--- src/rtl/pong_score_keeper_if.sv ---
// Score interface between the playfield (miss/restart requests) and the score keeper,
// whose score outputs also feed the seven-segment display.
interface pong_score_keeper_if;
  logic       miss_p1;
  logic       miss_p2;
  logic       new_game;
  logic [3:0] score_p1;
  logic [3:0] score_p2;
  logic       point_flash;
  logic       game_over;
  logic [1:0] winner;
  logic       serve_p2;

  modport master (
    output miss_p1, miss_p2, new_game,
    input  score_p1, score_p2, point_flash, game_over, winner, serve_p2
  );

  modport slave (
    input  miss_p1, miss_p2, new_game,
    output score_p1, score_p2, point_flash, game_over, winner, serve_p2
  );
endinterface

--- src/rtl/pong_score_keeper.sv ---
// Pong score keeper: synchronizes miss/restart levels into edge events, keeps both
// scores, enforces the post-point respawn hold-off, and tracks winner and serve side.
module pong_score_keeper #(
  parameter int unsigned WIN_SCORE      = 7,
  parameter int unsigned HOLDOFF_CYCLES = 500
) (
  input  logic               clk_1k,
  input  logic               reset,
  pong_score_keeper_if.slave sk
);

  typedef enum logic [1:0] {
    PLAY      = 2'd0,
    HOLDOFF   = 2'd1,
    GAME_OVER = 2'd2
  } state_e;

  localparam logic [3:0] WIN_L     = 4'(WIN_SCORE);
  localparam logic [9:0] HOLD_LOAD = 10'(HOLDOFF_CYCLES - 1);

  localparam int unsigned EV_M1 = 0;
  localparam int unsigned EV_M2 = 1;
  localparam int unsigned EV_NG = 2;

  logic [2:0] raw;
  logic [2:0] s1_q, s2_q, s3_q;
  logic [2:0] ev;

  state_e     state_q, state_d;
  logic [3:0] score1_q, score1_d;
  logic [3:0] score2_q, score2_d;
  logic [1:0] winner_q, winner_d;
  logic       serve_q, serve_d;
  logic [9:0] cnt_q, cnt_d;
  logic       flash_q, flash_d;
  logic       over_q, over_d;

  // Scores stop at WIN_SCORE; the FSM never asks for more, this just keeps digits legal.
  function automatic logic [3:0] bump(input logic [3:0] s);
    return (s >= WIN_L) ? WIN_L : s + 4'd1;
  endfunction

  assign raw = {sk.new_game, sk.miss_p2, sk.miss_p1};

  // Synchronizer: s1/s2 resolve metastability, s3 delays s2 for rising-edge detection.
  always_ff @(posedge clk_1k or posedge reset) begin
    if (reset) begin
      s1_q <= '0;
      s2_q <= '0;
      s3_q <= '0;
    end else begin
      s1_q <= raw;
      s2_q <= s1_q;
      s3_q <= s2_q;
    end
  end

  assign ev = s2_q & ~s3_q;

  always_ff @(posedge clk_1k or posedge reset) begin
    if (reset) begin
      state_q  <= PLAY;
      score1_q <= '0;
      score2_q <= '0;
      winner_q <= 2'b00;
      serve_q  <= 1'b0;
      cnt_q    <= '0;
      flash_q  <= 1'b0;
      over_q   <= 1'b0;
    end else begin
      state_q  <= state_d;
      score1_q <= score1_d;
      score2_q <= score2_d;
      winner_q <= winner_d;
      serve_q  <= serve_d;
      cnt_q    <= cnt_d;
      flash_q  <= flash_d;
      over_q   <= over_d;
    end
  end

  always_comb begin
    state_d  = state_q;
    score1_d = score1_q;
    score2_d = score2_q;
    winner_d = winner_q;
    serve_d  = serve_q;
    cnt_d    = cnt_q;

    if (ev[EV_NG]) begin
      // Restart wins over any miss in the same cycle; the loser of a finished game serves.
      state_d  = PLAY;
      score1_d = '0;
      score2_d = '0;
      winner_d = 2'b00;
      cnt_d    = '0;
      if (state_q == GAME_OVER) begin
        serve_d = (winner_q == 2'b01);
      end
    end else begin
      unique case (state_q)
        PLAY: begin
          if (ev[EV_M2] && !ev[EV_M1]) begin
            score1_d = bump(score1_q);
            serve_d  = 1'b1;
            if (score1_d == WIN_L) begin
              state_d  = GAME_OVER;
              winner_d = 2'b01;
            end else begin
              state_d = HOLDOFF;
              cnt_d   = HOLD_LOAD;
            end
          end else if (ev[EV_M1] && !ev[EV_M2]) begin
            score2_d = bump(score2_q);
            serve_d  = 1'b0;
            if (score2_d == WIN_L) begin
              state_d  = GAME_OVER;
              winner_d = 2'b10;
            end else begin
              state_d = HOLDOFF;
              cnt_d   = HOLD_LOAD;
            end
          end
        end
        HOLDOFF: begin
          if (cnt_q == '0) begin
            state_d = PLAY;
          end else begin
            cnt_d = cnt_q - 10'd1;
          end
        end
        GAME_OVER: begin
          state_d = GAME_OVER;
        end
        default: begin
          state_d = PLAY;
        end
      endcase
    end

    flash_d = (state_d == HOLDOFF);
    over_d  = (state_d == GAME_OVER);
  end

  assign sk.score_p1    = score1_q;
  assign sk.score_p2    = score2_q;
  assign sk.point_flash = flash_q;
  assign sk.game_over   = over_q;
  assign sk.winner      = winner_q;
  assign sk.serve_p2    = serve_q;

endmodule

--- src/flat_wrapper.sv ---
// flat-port wrapper written by rule: the top's interface ports become plain ports
module pong_score_keeper_flat 
#(
  parameter int unsigned WIN_SCORE      = 7,
  parameter int unsigned HOLDOFF_CYCLES = 500
)
  (clk_1k, reset, sk_miss_p1, sk_miss_p2, sk_new_game, sk_score_p1, sk_score_p2, sk_point_flash, sk_game_over, sk_winner, sk_serve_p2);
  pong_score_keeper_if sk_i ();
  input  logic clk_1k;
  input  logic reset;
  input wire logic [$bits(sk_i.miss_p1)-1:0] sk_miss_p1;
  input wire logic [$bits(sk_i.miss_p2)-1:0] sk_miss_p2;
  input wire logic [$bits(sk_i.new_game)-1:0] sk_new_game;
  output wire logic [$bits(sk_i.score_p1)-1:0] sk_score_p1;
  output wire logic [$bits(sk_i.score_p2)-1:0] sk_score_p2;
  output wire logic [$bits(sk_i.point_flash)-1:0] sk_point_flash;
  output wire logic [$bits(sk_i.game_over)-1:0] sk_game_over;
  output wire logic [$bits(sk_i.winner)-1:0] sk_winner;
  output wire logic [$bits(sk_i.serve_p2)-1:0] sk_serve_p2;
  assign sk_i.miss_p1 = sk_miss_p1;
  assign sk_i.miss_p2 = sk_miss_p2;
  assign sk_i.new_game = sk_new_game;
  assign sk_score_p1 = sk_i.score_p1;
  assign sk_score_p2 = sk_i.score_p2;
  assign sk_point_flash = sk_i.point_flash;
  assign sk_game_over = sk_i.game_over;
  assign sk_winner = sk_i.winner;
  assign sk_serve_p2 = sk_i.serve_p2;
  pong_score_keeper #(.WIN_SCORE(WIN_SCORE), .HOLDOFF_CYCLES(HOLDOFF_CYCLES)) u_core (.clk_1k(clk_1k), .reset(reset), .sk(sk_i));
endmodule
--- config.mk ---
export PLATFORM = sky130hd
export DESIGN_NAME = pong_score_keeper_flat
export DESIGN_NICKNAME = d
export VERILOG_FILES = /design/src/rtl/pong_score_keeper_if.sv /design/src/rtl/pong_score_keeper.sv /design/src/flat_wrapper.sv
export SDC_FILE = /design/constraint.sdc
export NUM_CORES = 1
export LEC_CHECK = 0
export BUFFER_PORTS_ARGS = -buffer_cell sky130_fd_sc_hd__buf_4
export CAP_MARGIN = 20
export CELL_PAD_IN_SITES_DETAIL_PLACEMENT = 0
export CELL_PAD_IN_SITES_GLOBAL_PLACEMENT = 1
export CORE_ASPECT_RATIO = 1.75
export CORE_MARGIN = 3
export CORE_UTILIZATION = 48
export DETAILED_ROUTE_END_ITERATION = 16
export HOLD_SLACK_MARGIN = 0.05
export PLACE_DENSITY_LB_ADDON = 0.1
export SLEW_MARGIN = 20
export SYNTH_ARGS = -nofsm -noshare
export SYNTH_HDL_FRONTEND = slang
export SYNTH_SLANG_ARGS = --single-unit
--- constraint.sdc ---
create_clock -name clk_1k -period 5.6 [get_ports clk_1k]
set_clock_uncertainty 0.15 [all_clocks]
set_input_delay 0.56 -clock clk_1k [delete_from_list [all_inputs] [get_ports clk_1k]]
set_output_delay 0.56 -clock clk_1k [all_outputs]
set_load 0.05 [all_outputs]
==> run metrics <==
grt ovf=0; Slew Limit Headroom=36.2%; hpwl dp=2540 um; Setup crit end kind=register; Setup-failing EPs final=0; CTS Buf Count=5; GRT Max-Usage Layer=met2; via/cell ratio=5.67; post-route ant nets=0; met2 Resource Use GR=between 30% and 40%; outcome=completed; Fmax=362 MHz; final core utilization=just under 60%; Die ar.=4330 um2; hold depth=0; ANT cells=0; Syn Nets=183; vias in the first global route=roughly 1300; Reg-to-Reg Start=u_core.cnt_q[0]$_DFFE_PP0P_; final hold vios=0; highest ir drop seen on vdd=around 0.00021 V; Async S/R FF share, synth=between 90% and 100%; LEAKAGE=between 0.8 and 0.9 nW; Ports=18; Main synth FF type=dfrtp_1; delay-heaviest family, CP=simple AND/OR/NAND/NOR gates; latest clock arrival within the worst-skew pair=a little under 0.3 ns; Post-synth EDFFs=0; core box area=3400 um2; PortBufs=17; DR vias=between 1000 and 1500; post-CTS resize count=0; filler instances=314; Nets=202; Final WS setup=about 2.8 ns; Avg Cell Area, Syn=a little under 10 um2; die width=roughly 51 um; pre-CTS setup slack=between 2 and 3 ns; setup TNS=0 ns; WS Path Type=register to register; sequential element share of the synthesized area=between 40 and 50%; Slew @ Worst Pin=between 0.9 and 1 ns; Post-Syn Instances=173; Arr. time, crit path=around 2.8 ns; Cell Chain, Critical Path=inv_2, ha_1, or4b_4, or4_4, nor4_4, nor2_2, and2_1, a22o_1; CP peak stage delay=a little over 0.5 ns; Clock Tree Root=clkbuf_8; Hold Path End=u_core.s2_q[0]$_DFF_PP0_; final WL=around 3500 um; Synth Cell Area=1710 um2; RSZ-0062 raised after global routing=false; GP Congestion=a little under 0.8; worst path bufs/invs=1; CP max-delay cell=or4b_4; Max-Cap Viols=0; Die Y=around 85 um; H-tree levels=2; Hold Crit Class=register to register; routing usage on met1=a little under 20%; worst-path maximum fanout=12; Starting Density=between 50% and 60%; # rows=28; synth unique cells=48; required time worst endpoint=5.63 ns; post-CTS setup buffers=0; R2R setup slack=around 2.8 ns; Clock Path Buffers=2; first-pass GRT wire length=around 6100 um; fin crit share=49.3%; max-slew violation count=0; Overall Global Routing Usage=a little under a fifth; minimum clock period=2.76 ns; Reg-to-Reg End=u_core.cnt_q[1]$_DFFE_PP0P_; synth warn=0; M3 GR Usage=approximately 5.1%; initial antenna violation count=0; layout cell share with drive strength beyond 1=approximately a fifth; Reg2Reg Depth=8; DRT iter0 DRCs=29; largest net degree at the start of global routing=35; WL per Instance=~15 um; P per Cell Area=between 300 and 400 nW/um2; Clk pin slew, worst setup/hold paths=0.07 ns; CTS sink count=34; 1st-pass router iterations=5; hold_buf cts=0; Hold Path Origin=u_core.s1_q[0]$_DFF_PP0_; Layout area overhead=14.9%; CP startpoint kind=register; Yosys reg bits=34; Post-route DRC=0; TritonCTS clock tree=built
[cells in the mapped netlist, types with 2 or more instances]
cell       n  share of area (%)
buf_2      2               0.59
a211oi_1   3                1.3
and2_1     2               0.73
nor4_1     3                1.1
o21ai_1    4                1.2
nand4_1    2               0.73
ha_1       5                3.7
nor2b_1    4                1.5
inv_1     12                2.6
nand2b_1   7                2.6
a311oi_1   2                1.0
a21oi_1   13                3.8
nand2_1   10                2.2
nor2_1    13                2.9
clkbuf_1   3               0.66
dfrtp_1   34                 50
o22ai_1    2               0.73
o211a_1    2                1.2
o21bai_1   3                1.3
nor3_1     5                1.5
inv_2      2               0.44
o21ai_0    5                1.5
a31oi_1    7                2.6
nand3_1    4                1.2
[metrics by stage]
| stage | instances | hold slack (ns) | power [mW] | instance area [um2] |
|---|---|---|---|---|
| 3_3_place_gp | 230 | 0.183 | 0.594 | 1870 |
| 2_1_floorplan | 173 | 0.181 | 0.536 | 1710 |
| 4_1_cts | 238 | 0.204 | 0.791 | 1960 |
| 6_report | 238 | 0.200 | 0.782 | 1960 |
| 5_1_grt | 238 | 0.214 | 0.834 | 1960 |
| 3_5_place_dp | 230 | 0.189 | 0.602 | 1870 |
[how the worst max path moves through the flow]
stage / end / depth (start not counted) / start / slack [ns]
6_report: u_core.cnt_q[1]$_DFFE_PP0P_ / 8 / u_core.cnt_q[0]$_DFFE_PP0P_ / 2.84
5_1_grt: u_core.cnt_q[1]$_DFFE_PP0P_ / 8 / u_core.cnt_q[0]$_DFFE_PP0P_ / 2.74
4_1_cts: u_core.cnt_q[1]$_DFFE_PP0P_ / 8 / u_core.cnt_q[0]$_DFFE_PP0P_ / 2.85
3_5_place_dp: u_core.cnt_q[1]$_DFFE_PP0P_ / 8 / u_core.cnt_q[0]$_DFFE_PP0P_ / 2.87
3_3_place_gp: u_core.cnt_q[1]$_DFFE_PP0P_ / 8 / u_core.cnt_q[0]$_DFFE_PP0P_ / 2.88
2_1_floorplan: u_core.cnt_q[7]$_DFFE_PP0P_ / 8 / u_core.sk.score_p2[0]$_DFFE_PP0P_ / 2.87
[flip-flops by register name, indices dropped and copies added, names as in the netlist]
register,flops
u_core.sk.winner,2
u_core.cnt_q,10
u_core.sk.score_p1,4
u_core.sk.game_over,1
u_core.sk.point_flash,1
u_core.sk.score_p2,4
u_core.sk.serve_p2,1
u_core.s2_q,3
u_core.state_q,2
u_core.s3_q,3
u_core.s1_q,3
[worst register-to-register path, stage by stage, from the launching register on]
cell     delay [ns]
dfrtp_1        0.42
inv_2          0.07
ha_1           0.21
or4b_4         0.51
or4_4          0.47
nor4_4         0.23
nor2_2         0.18
and2_1         0.20
a22o_1         0.20
[cells in the final DEF (no fill, tap or decap), drive strengths merged, types with 5 or more instances in the layout]
| master | instances |
|---|---|
| inv | 14 |
| a21oi | 14 |
| nor2 | 14 |
| nand2 | 10 |
| buf | 19 |
| o21ai | 9 |
| clkbuf | 7 |
| a31oi | 7 |
| nand2b | 7 |
| ha | 5 |
| dfrtp | 34 |
| nor3 | 5 |
[where the power goes]
group	internal, mW	leakage [nW]	switching [mW]	total (mW)
Clock	0.0991	0.0482	0.0866	0.186
Combinational	0.0967	0.383	0.153	0.250
Sequential	0.291	0.422	0.0561	0.347
[layer usage]
| layer | share of wire (%) | up-vias |
|---|---|---|
| met4 | 2.5 | 0 |
| li1 | - | 663 |
| met5 | 0 | - |
| met1 | 39 | 651 |
| met3 | 3.0 | 10 |
| met2 | 55 | 25 |
[cell families after synthesis]
logic type	after synthesis	synth area share (%)
muxes	1	0.660
and+or+nand+nor	60	19.9
adders and majority gates	6	4.26
DFF	34	49.9
AOI/OAI and AO/OA	51	20.1
buffers and inverters	21	5.21
[layout make-up]
type | instances | area, um2 | area share [%]
clock buffers | 7 | 86.3 | 4.41
repair buffers | 19 | 143 | 7.28
multi-input cells | 118 | 766 | 39.1
flip-flops and latches | 34 | 851 | 43.4
clock inverters | 1 | 5.00 | 0.255
well taps | 45 | 56.3 | 2.87
inverters | 14 | 52.6 | 2.68
No activity file was read; power rests on OpenSTA's default activity.
